<file path="src/rtl/rr_dec_arbiter16_pkg.sv">
// Shared constants, FSM state type and the first-set-bit scan helper
// for the 16-way round-robin arbiter.
package arb_pkg;
  localparam int N      = 16;
  localparam int IDX_W  = 4;
  localparam int HOLD_W = 8;

  typedef enum logic {IDLE = 1'b0, BUSY = 1'b1} state_t;

  // Lowest set bit of v as {found, index}; found=0 means v is all zero.
  function automatic logic [IDX_W:0] first_set(input logic [N-1:0] v);
    first_set = '0;
    for (int i = N-1; i >= 0; i--)
      if (v[i]) first_set = {1'b1, IDX_W'(i)};
  endfunction
endpackage

</file>
<file path="src/rtl/rr_dec_arbiter16_if.sv">
// Request/grant bundle between the requesters (master) and the arbiter (slave).
interface rr_dec_arbiter16_if;
  import arb_pkg::*;

  logic [N-1:0]     req;
  logic             done;
  logic [N-1:0]     gnt;
  logic [IDX_W-1:0] gnt_idx;
  logic             gnt_vld;
  logic             timeout_err;

  modport master (output req, done, input gnt, gnt_idx, gnt_vld, timeout_err);
  modport slave  (input req, done, output gnt, gnt_idx, gnt_vld, timeout_err);
endinterface

</file>
<file path="src/rtl/rr_dec_arbiter16_onehot_dec4x16.sv">
// 4-bit index to 16-bit one-hot with enable. Two levels of 2-to-4 decode:
// idx[3:2] selects a group of four, idx[1:0] selects the bit within it.
module onehot_dec4x16 (
  input  logic [3:0]  idx,
  input  logic        en,
  output logic [15:0] onehot
);
  logic [3:0] grp;
  logic [3:0] bit_sel;

  assign grp     = {4{en}} & (4'b0001 << idx[3:2]);
  assign bit_sel = 4'b0001 << idx[1:0];

  for (genvar g = 0; g < 4; g++) begin : g_grp
    assign onehot[4*g +: 4] = {4{grp[g]}} & bit_sel;
  end
endmodule

</file>
<file path="src/rtl/rr_dec_arbiter16.sv">
// 16-requester round-robin arbiter. A grant is held until the owner pulses
// done or drops its request; the pointer then moves past the owner and one
// IDLE cycle separates consecutive grants.
// Build option: define ARB_TIMEOUT_EN to force release after HOLD_MAX BUSY
// cycles, flagged by a one-cycle timeout_err pulse.
module rr_dec_arbiter16
  import arb_pkg::*;
#(
  parameter int HOLD_MAX = 255
) (
  input  logic              clk,
  input  logic              rst_n,
  rr_dec_arbiter16_if.slave bus
);
  state_t           state, state_nxt;
  logic [IDX_W-1:0] ptr, ptr_nxt;
  logic [IDX_W-1:0] idx, idx_nxt;
  logic [2*N-1:0]   req2;
  logic [N-1:0]     rot;
  logic [IDX_W:0]   scan;
  logic             rel_own;
  logic             tmo;
  logic             gnt_vld;

  // Rotate so bit 0 is the requester at ptr; the winner is ptr + offset mod 16.
  assign req2    = {bus.req, bus.req};
  assign rot     = req2[{1'b0, ptr} +: N];
  assign scan    = first_set(rot);
  assign rel_own = bus.done | ~bus.req[idx];

`ifdef ARB_TIMEOUT_EN
  localparam logic [HOLD_W-1:0] HOLD_LAST = HOLD_W'(HOLD_MAX - 1);
  logic [HOLD_W-1:0] hold_cnt;
  logic              terr;

  assign tmo             = (hold_cnt == HOLD_LAST);
  assign bus.timeout_err = terr;

  // Count BUSY cycles; held at zero in IDLE so each grant starts fresh.
  always_ff @(posedge clk or negedge rst_n)
    if (!rst_n)              hold_cnt <= '0;
    else if (state == BUSY)  hold_cnt <= hold_cnt + 1'b1;
    else                     hold_cnt <= '0;

  // Flag forced release only; a done/withdraw on the same cycle wins.
  always_ff @(posedge clk or negedge rst_n)
    if (!rst_n) terr <= 1'b0;
    else        terr <= (state == BUSY) && tmo && !rel_own;
`else
  assign tmo = 1'b0;
  // HOLD_MAX only matters with the timeout; its legal range (>=1) keeps this 0.
  assign bus.timeout_err = (HOLD_MAX == 0);
`endif

  // Next state: pick a winner from IDLE, release and advance ptr from BUSY.
  always_comb begin
    state_nxt = state;
    ptr_nxt   = ptr;
    idx_nxt   = idx;
    case (state)
      IDLE: if (scan[IDX_W]) begin
        state_nxt = BUSY;
        idx_nxt   = ptr + scan[IDX_W-1:0];
      end
      BUSY: if (rel_own || tmo) begin
        state_nxt = IDLE;
        ptr_nxt   = idx + 1'b1;
      end
      default: state_nxt = IDLE;
    endcase
  end

  // State, pointer and grant index registers.
  always_ff @(posedge clk or negedge rst_n)
    if (!rst_n) begin
      state <= IDLE;
      ptr   <= '0;
      idx   <= '0;
    end else begin
      state <= state_nxt;
      ptr   <= ptr_nxt;
      idx   <= idx_nxt;
    end

  assign gnt_vld     = (state == BUSY);
  assign bus.gnt_vld = gnt_vld;
  assign bus.gnt_idx = idx;

  onehot_dec4x16 u_dec (
    .idx    (idx),
    .en     (gnt_vld),
    .onehot (bus.gnt)
  );
endmodule
</file>
<file path="src/flat_wrapper.sv">
// flat-port wrapper written by rule: the top's interface ports become plain ports
module rr_dec_arbiter16_flat import arb_pkg::*;
#(
  parameter int HOLD_MAX = 255
)
  (clk, rst_n, bus_req, bus_done, bus_gnt, bus_gnt_idx, bus_gnt_vld, bus_timeout_err);
  rr_dec_arbiter16_if bus_i ();
  input  logic clk;
  input  logic rst_n;
  input wire logic [$bits(bus_i.req)-1:0] bus_req;
  input wire logic [$bits(bus_i.done)-1:0] bus_done;
  output wire logic [$bits(bus_i.gnt)-1:0] bus_gnt;
  output wire logic [$bits(bus_i.gnt_idx)-1:0] bus_gnt_idx;
  output wire logic [$bits(bus_i.gnt_vld)-1:0] bus_gnt_vld;
  output wire logic [$bits(bus_i.timeout_err)-1:0] bus_timeout_err;
  assign bus_i.req = bus_req;
  assign bus_i.done = bus_done;
  assign bus_gnt = bus_i.gnt;
  assign bus_gnt_idx = bus_i.gnt_idx;
  assign bus_gnt_vld = bus_i.gnt_vld;
  assign bus_timeout_err = bus_i.timeout_err;
  rr_dec_arbiter16 #(.HOLD_MAX(HOLD_MAX)) u_core (.clk(clk), .rst_n(rst_n), .bus(bus_i));
endmodule
</file>
<file path="config.mk">
export PLATFORM = sky130hd
export DESIGN_NAME = rr_dec_arbiter16_flat
export DESIGN_NICKNAME = d
export VERILOG_FILES = /design/src/rtl/rr_dec_arbiter16_pkg.sv /design/src/rtl/rr_dec_arbiter16_if.sv /design/src/rtl/rr_dec_arbiter16_onehot_dec4x16.sv /design/src/rtl/rr_dec_arbiter16.sv /design/src/flat_wrapper.sv
export SDC_FILE = /design/constraint.sdc
export NUM_CORES = 1
export LEC_CHECK = 0
export BUFFER_PORTS_ARGS = -buffer_cell sky130_fd_sc_hd__buf_2
export CAP_MARGIN = 20
export CORE_MARGIN = 4
export CORE_UTILIZATION = 57
export DETAILED_ROUTE_END_ITERATION = 7
export GPL_TIMING_DRIVEN = 0
export PLACE_DENSITY_LB_ADDON = 0.08
export RECOVER_POWER = 50
export SYNTH_ARGS = -nofsm -noshare
export SYNTH_HDL_FRONTEND = slang
export SYNTH_SLANG_ARGS = --single-unit
</file>
<file path="constraint.sdc">
create_clock -name clk -period 4.48 [get_ports clk]
set_input_delay 0.672 -clock clk [delete_from_list [all_inputs] [get_ports clk]]
set_output_delay 0.672 -clock clk [all_outputs]
set_load 0.01 [all_outputs]
</file>
# [Word-level counts from Yosys, hierarchy flattened]
# Index checks and enable logic that the tools add are counted.
# W data, S select, Z words.
[totals] memories=0 inputBits=19 mem_bits_rw=0 romBits=0 reg_bits=9 latch_bits=0 elab_cells=40 out_inout_bits=22
[classes] muxes=21 n_shift=3 n_bitwise=8 n_reduce_logical=2 n_eq_ne=0 add_sub_neg=2 order_cmp=1 mul=0 div=0
[ops] operator="$mux W5" n=16
[ops] operator="$shiftx A32 B5 Y16" n=1
[ops] operator="$and A4 B4 Y4" n=5
[ops] operator="$shl A1 B2 Y4 const A" n=2
[ops] operator="$lt A4 B5 Y1 const B" n=1
[ops] operator="$add A4 B1 Y4 const B" n=1
[ops] operator="$add A4 B4 Y4" n=1
[ops] operator="$bmux W1 S4" n=1
[ops] operator="$reduce_and A2 Y1" n=2
[ops] operator="$mux W1" n=3
[ops] operator="$not A1 Y1" n=2
[ops] operator="$pmux W1 S2" n=1
[ops] operator="$or A1 B1 Y1" n=1

# [Logic depth before layout (Yosys ltp)]
[depth] word_depth=19 depth_mapped=15 ltp_nobuf=12

# [Modules after synthesis]
# Synthesis repeated with hierarchy kept, for this count alone.
[unflattened] hier_cells=208 area_unflattened_um2=1911.8
[by_module_without_submodules] mod="rr_dec_arbiter16" instances=1 cells_each=185 seq_area_each_um2=225.2 area_each_um2=1794.2
[by_module_without_submodules] mod="onehot_dec4x16" instances=1 cells_each=23 seq_area_each_um2=0.0 area_each_um2=117.6

# [Worst setup path after synthesis]
# Ideal clock, no wire load.
[synth_timing] path_type="reg-to-reg" start="register u_core.ptr[3]" end="register u_core.idx[3], in the netlist u_core.bus.gnt_idx[3]" synth_period_minus_slack_ps=3642 n_path_buf=3 setup_slack_ps=838 stages_incl_launch_ff=15 required_ps=4390 arrival_time_ps=3552 setup_time_ps=90 cell_sequence="dfrtp_1 -> buf_2 -> buf_4 -> buf_2 -> mux4_2 -> mux4_2 -> o21bai_1 -> a31o_1 -> a221o_1 -> ha_1 -> a21o_1 -> a21oi_1 -> xnor2_1 -> or4b_1 -> o221ai_1"
[synth_via] elab_chain_cells=18 word_cells_on_any_way=19 classes_between="1 x add/sub; 1 x shift; 16 x mux; 1 x reduce/logical"
[synth_rtl] element="start, declared" line_no="rr_dec_arbiter16.sv:16" source="logic [IDX_W-1:0] ptr, ptr_nxt;"
[synth_rtl] element="start signal, assigned" line_no="rr_dec_arbiter16.sv:81" source="ptr <= ptr_nxt;"
[synth_rtl] element="$shiftx A32 B5 Y16" line_no="rr_dec_arbiter16.sv:27" source="assign rot = req2[{1'b0, ptr} +: N];"
[synth_rtl] element="$mux W5 (16 in a row)" line_no="rr_dec_arbiter16_pkg.sv:14" source="if (v[i]) first_set = {1'b1, IDX_W'(i)};"
[synth_rtl] element="$add A4 B4 Y4 or $reduce_and A2 Y1 (tied branches)"
[synth_rtl] element="end signal, assigned" line_no="rr_dec_arbiter16.sv:82" source="idx <= idx_nxt;"
[synth_rtl] element="end, declared" line_no="rr_dec_arbiter16.sv:17" source="logic [IDX_W-1:0] idx, idx_nxt;"
# Several ways; a longest one is shown, not always the timed one.
# A chain may end at the register's enable or synchronous reset.

# [Worst setup path in the final report]
# Ends and elaborated chain as after synthesis.

==> flow_summary.html <==
<table>
<tr><th>Metric</th><th>Value</th></tr>
<tr><th colspan="2">Setup path</th></tr>
<tr><td>Setup crit end kind</td><td>flop</td></tr>
<tr><td>Slowest cell on the critical path</td><td>mux4_2</td></tr>
<tr><td>Peak per-stage delay on the critical path</td><td>0.48 ns</td></tr>
<tr><td>Category of the most critical setup path</td><td>reg -&gt; reg</td></tr>
<tr><td>Critical path required time</td><td>4.63 ns</td></tr>
<tr><td>Largest fanout on the critical path</td><td>10</td></tr>
<tr><td>Worst path cell trace</td><td>buf_2, buf_4, buf_2, mux4_2, mux4_2, o21bai_1, a31o_1, a221o_1, ha_1, a21o_1, a21oi_1, xnor2_1, or4b_1, o221ai_1</td></tr>
<tr><td>CP Data Arrival Time</td><td>4.27 ns</td></tr>
<tr><td>Category of the worst setup path launch point</td><td>flop</td></tr>
<tr><th colspan="2">Route</th></tr>
<tr><td>Detailed-routing iteration count for the pre-antenna-repair pass</td><td>5</td></tr>
<tr><td>Post-DR vias/cell</td><td>6.805</td></tr>
<tr><td>Avg WL per Cell</td><td>roughly 19 um</td></tr>
<tr><td>Residual DRC</td><td>0</td></tr>
<tr><td>Number of routed nets with antenna violations</td><td>0</td></tr>
<tr><td>Total Wirelength</td><td>slightly above 6000 um</td></tr>
<tr><td>Via count of the routed design</td><td>approximately 2,200</td></tr>
<tr><td>Iteration-0 DRC Markers</td><td>~260</td></tr>
<tr><th colspan="2">Pwr</th></tr>
<tr><td>Static leakage</td><td>0.9645 nW</td></tr>
<tr><td>Pwr Total</td><td>roughly 0.002 W</td></tr>
<tr><td>Peak supply drop</td><td>approximately 500 uV</td></tr>
<tr><td>Areal power density over the cells</td><td>between 700 and 800 nW/um2</td></tr>
<tr><th colspan="2">Placed design</th></tr>
<tr><td>Final RePlAce weighted congestion</td><td>0.8914</td></tr>
<tr><td>Total placed cells including tap cells</td><td>between 300 and 400</td></tr>
<tr><td>I/O Buffers</td><td>39</td></tr>
<tr><td>Post-DP HPWL</td><td>4859 um</td></tr>
<tr><th colspan="2">Floorplanning</th></tr>
<tr><td>Initial core utilization</td><td>0.5973</td></tr>
<tr><td>I/O pins</td><td>41</td></tr>
<tr><td>Vert. Die Dim</td><td>70.40 um</td></tr>
<tr><td>Floorplan die area</td><td>just under 5000 um2</td></tr>
<tr><td>Area of the placeable core</td><td>about 3700 um2</td></tr>
<tr><td>Die X</td><td>70.40 um</td></tr>
<tr><td>Std-Cell Rows</td><td>22</td></tr>
<tr><th colspan="2">STA</th></tr>
<tr><td>Final Hold Violating Endpoints</td><td>0</td></tr>
<tr><td>Period Utilization, post-route</td><td>0.9197</td></tr>
<tr><td>Transition time at the pin with the least slew margin</td><td>~0.66 ns</td></tr>
<tr><td>Achievable Freq</td><td>242.7 MHz</td></tr>
<tr><td>Pins Over Slew Limit</td><td>0</td></tr>
<tr><td>Relative slew slack</td><td>0.5580</td></tr>
<tr><td>Final critical delay including setup and external delays</td><td>about 4 ns</td></tr>
<tr><td>Endpoints failing setup</td><td>0</td></tr>
<tr><td>Largest clock skew in the final design</td><td>between 0.001 and 0.0015 ns</td></tr>
<tr><td>Setup repair after global routing missed its margin</td><td>false</td></tr>
<tr><td>Accumulated negative setup slack</td><td>0 ns</td></tr>
<tr><th colspan="2">Synthesis</th></tr>
<tr><td>Mean area per synthesized cell</td><td>9.778 um2</td></tr>
<tr><td>Largest area contributor in the synthesized netlist</td><td>mux4_2</td></tr>
<tr><td>Number of warnings reported in the yosys synthesis log</td><td>0</td></tr>
<tr><td>Register bit total from synthesis</td><td>9</td></tr>
<tr><td>Number of nets in the synthesized netlist</td><td>~250</td></tr>
<tr><td>Post-synthesis instance area</td><td>2220 um2</td></tr>
<tr><td>Proportion of synthesized chip area in sequential cells</td><td>0.1015</td></tr>
<tr><td>Post-synth cell types</td><td>53</td></tr>
<tr><td>Proportion of synthesized flip-flops having asynchronous set or reset</td><td>1.000</td></tr>
<tr><td>Cell count after synthesis</td><td>~230</td></tr>
<tr><td>Area share of the largest cell type after synthesis</td><td>0.3450</td></tr>
<tr><td>Top FF cell, synth</td><td>dfrtp_1</td></tr>
<tr><td>EDFF count, synth</td><td>0</td></tr>
<tr><td>Top cells by area, synth</td><td>mux4_2 (34%), dfrtp_1 (10%), mux2_1 (4.1%)</td></tr>
<tr><th colspan="2">GRT</th></tr>
<tr><td>Global-route wire length before repair</td><td>10,210 um</td></tr>
<tr><td>Maximum number of pins on one net before global-route repair</td><td>11</td></tr>
<tr><td>Number of antenna violations at the first check in global routing</td><td>0</td></tr>
<tr><td>Grt ovf</td><td>0</td></tr>
<tr><td>Vias in the first global route</td><td>between 1,500 and 2,000</td></tr>
<tr><td>Aggregate global-route resource usage</td><td>0.2559</td></tr>
<tr><th colspan="2">Finish</th></tr>
<tr><td>Top library cells by usage in the layout, fill and taps aside</td><td>mux4_2 (34), buf_2 (30), clkbuf_1 (21), nor2_1 (21), nand2_1 (16)</td></tr>
<tr><td>Area grow syn2layout</td><td>12.91%</td></tr>
<tr><td>Number of fillers in the final layout</td><td>between 300 and 400</td></tr>
<tr><td>Most common library cell in the layout ignoring fill and taps</td><td>mux4_2</td></tr>
<tr><td>Antenna cell count</td><td>0</td></tr>
<tr><td>Layout Cells excl Fill</td><td>318</td></tr>
<tr><td>Share of cells above drive strength 1</td><td>0.2963</td></tr>
<tr><td>Total Nets Final</td><td>298</td></tr>
<tr><th colspan="2">Clocking</th></tr>
<tr><td>Maximum buffer depth of the clock tree</td><td>2</td></tr>
<tr><td>Number of buffers created by CTS</td><td>3</td></tr>
<tr><td>Setup fix buffers added after clock tree synthesis</td><td>0</td></tr>
<tr><td>Clock root buffer</td><td>clkbuf_8</td></tr>
<tr><td>Clock net sink count</td><td>9</td></tr>
<tr><td>CTS H-tree lvls</td><td>1</td></tr>
<tr><td>PostCTS Resize Cnt</td><td>0</td></tr>
<tr><td>Skew-Pair Late Insertion Delay</td><td>roughly 0.24 ns</td></tr>
<tr><td>TritonCTS clock tree</td><td>yes</td></tr>
<tr><td>Hold Buf Count CTS</td><td>0</td></tr>
<tr><td>Clock transition time at the flip-flop clock pins of the worst setup and hold paths</td><td>about 0.050 ns</td></tr>
<tr><th colspan="2">Hold path</th></tr>
<tr><td>Kind of path behind the tightest hold check</td><td>in -&gt; async</td></tr>
<tr><th colspan="2">Outcome</th></tr>
<tr><td>Status</td><td>completed</td></tr>
<tr><th colspan="2">Flow run</th></tr>
<tr><td>Reported max-cap violation count</td><td>0</td></tr>
</table>
[registers in the layout, summed over array words and instances (netlist names)]
name	flops
u_core.ptr	4
u_core.bus.gnt_idx	4
u_core.bus.gnt_vld	1
[synthesized netlist by cell type, types with 3 or more instances]
cell type / n
ha_1: 7
clkbuf_1: 9
nand2b_1: 4
nor2b_1: 4
mux2i_1: 8
inv_1: 9
a211oi_2: 3
a21oi_1: 11
o21ai_0: 6
nand2_1: 16
or3_1: 4
nand3_1: 5
dfrtp_1: 9
mux4_2: 34
o221ai_1: 3
buf_6: 3
o211ai_1: 5
nor3_1: 13
mux2_1: 8
a211oi_1: 3
nor2_1: 21
[cells by family (layout without fill, tap and decap cells)]
kind of cell / Yosys count / in the layout / synth area share
buf+inv: 28 / 71 / 0.06707
fa+ha+maj: 8 / 8 / 0.04848
other cells: 1 / 1 / 0.001689
compound gates: 50 / 50 / 0.1714
xor+xnor: 4 / 4 / 0.01579
flops: 9 / 9 / 0.1015
mux: 52 / 52 / 0.4318
simple gates: 75 / 75 / 0.1623
[path summary, 6_finish.rpt]
kind | startpoint | to | slack [ns] | cells after the start
max | u_core.ptr[3] | u_core.bus.gnt_idx[3] | 0.36 | 14
min | rst_n | u_core.ptr[1] | 0.37 | 1
max reg2reg | u_core.ptr[3] | u_core.bus.gnt_idx[3] | 0.36 | 14
min reg2reg | u_core.ptr[0] | u_core.bus.gnt_idx[0] | 0.66 | 2
max in group asynchronous | rst_n | u_core.bus.gnt_idx[1] | 3.77 | 1
min in group clk | u_core.ptr[0] | u_core.bus.gnt_idx[0] | 0.66 | 2
[power breakdown]
group          leakage, nW  internal (W)  switching, W
logic                0.836      0.000772      0.000928
clock network       0.0228     0.0000622     0.0000348
registers            0.106      0.000128     0.0000550
[routing by layer]
metal  global-route usage  share of wire  vias up
met2               0.3857           0.47      127
met1               0.4022           0.44     1040
li1                     -              -      991
met3              0.02734          0.084        6
met5                    0              0        -
met4              0.03830         0.0063        0
[final cells by class]
type	instances	area [um2]	area share
multi-input cells	190	1846	0.7364
flip-flops and latches	9	225.2	0.08987
repair buffers	39	181.4	0.07239
plain buffers	18	111.4	0.04443
well taps	48	60.06	0.02396
clock buffers	4	45.04	0.01797
inverters	10	37.54	0.01498
[metrics by stage]
stage	setup WS [ns]	hold WS [ns]	util	area [um2]
after floorplan	0.8382	0.3764	-	2220
after CTS	0.3801	0.2824	0.6781	2520
final	0.3599	0.3736	0.6744	2506
after global placement	0.4230	0.5316	0.6660	2475
after detailed placement	0.4151	0.5340	0.6660	2475
after global routing	0.2415	0.4143	0.6744	2506
[critical path, delay by kind of cell (launching register included)]
family	cells	cell delay, ns
buffers and inverters	3	0.82
XOR/XNOR	1	0.10
flip-flops	1	0.38
AO/OA/AOI/OAI	6	1.14
adder cells (fa/ha/maj)	1	0.23
multiplexers	2	0.88
AND/OR/NAND/NOR	1	0.48
(Power assumes the default switching activity.)
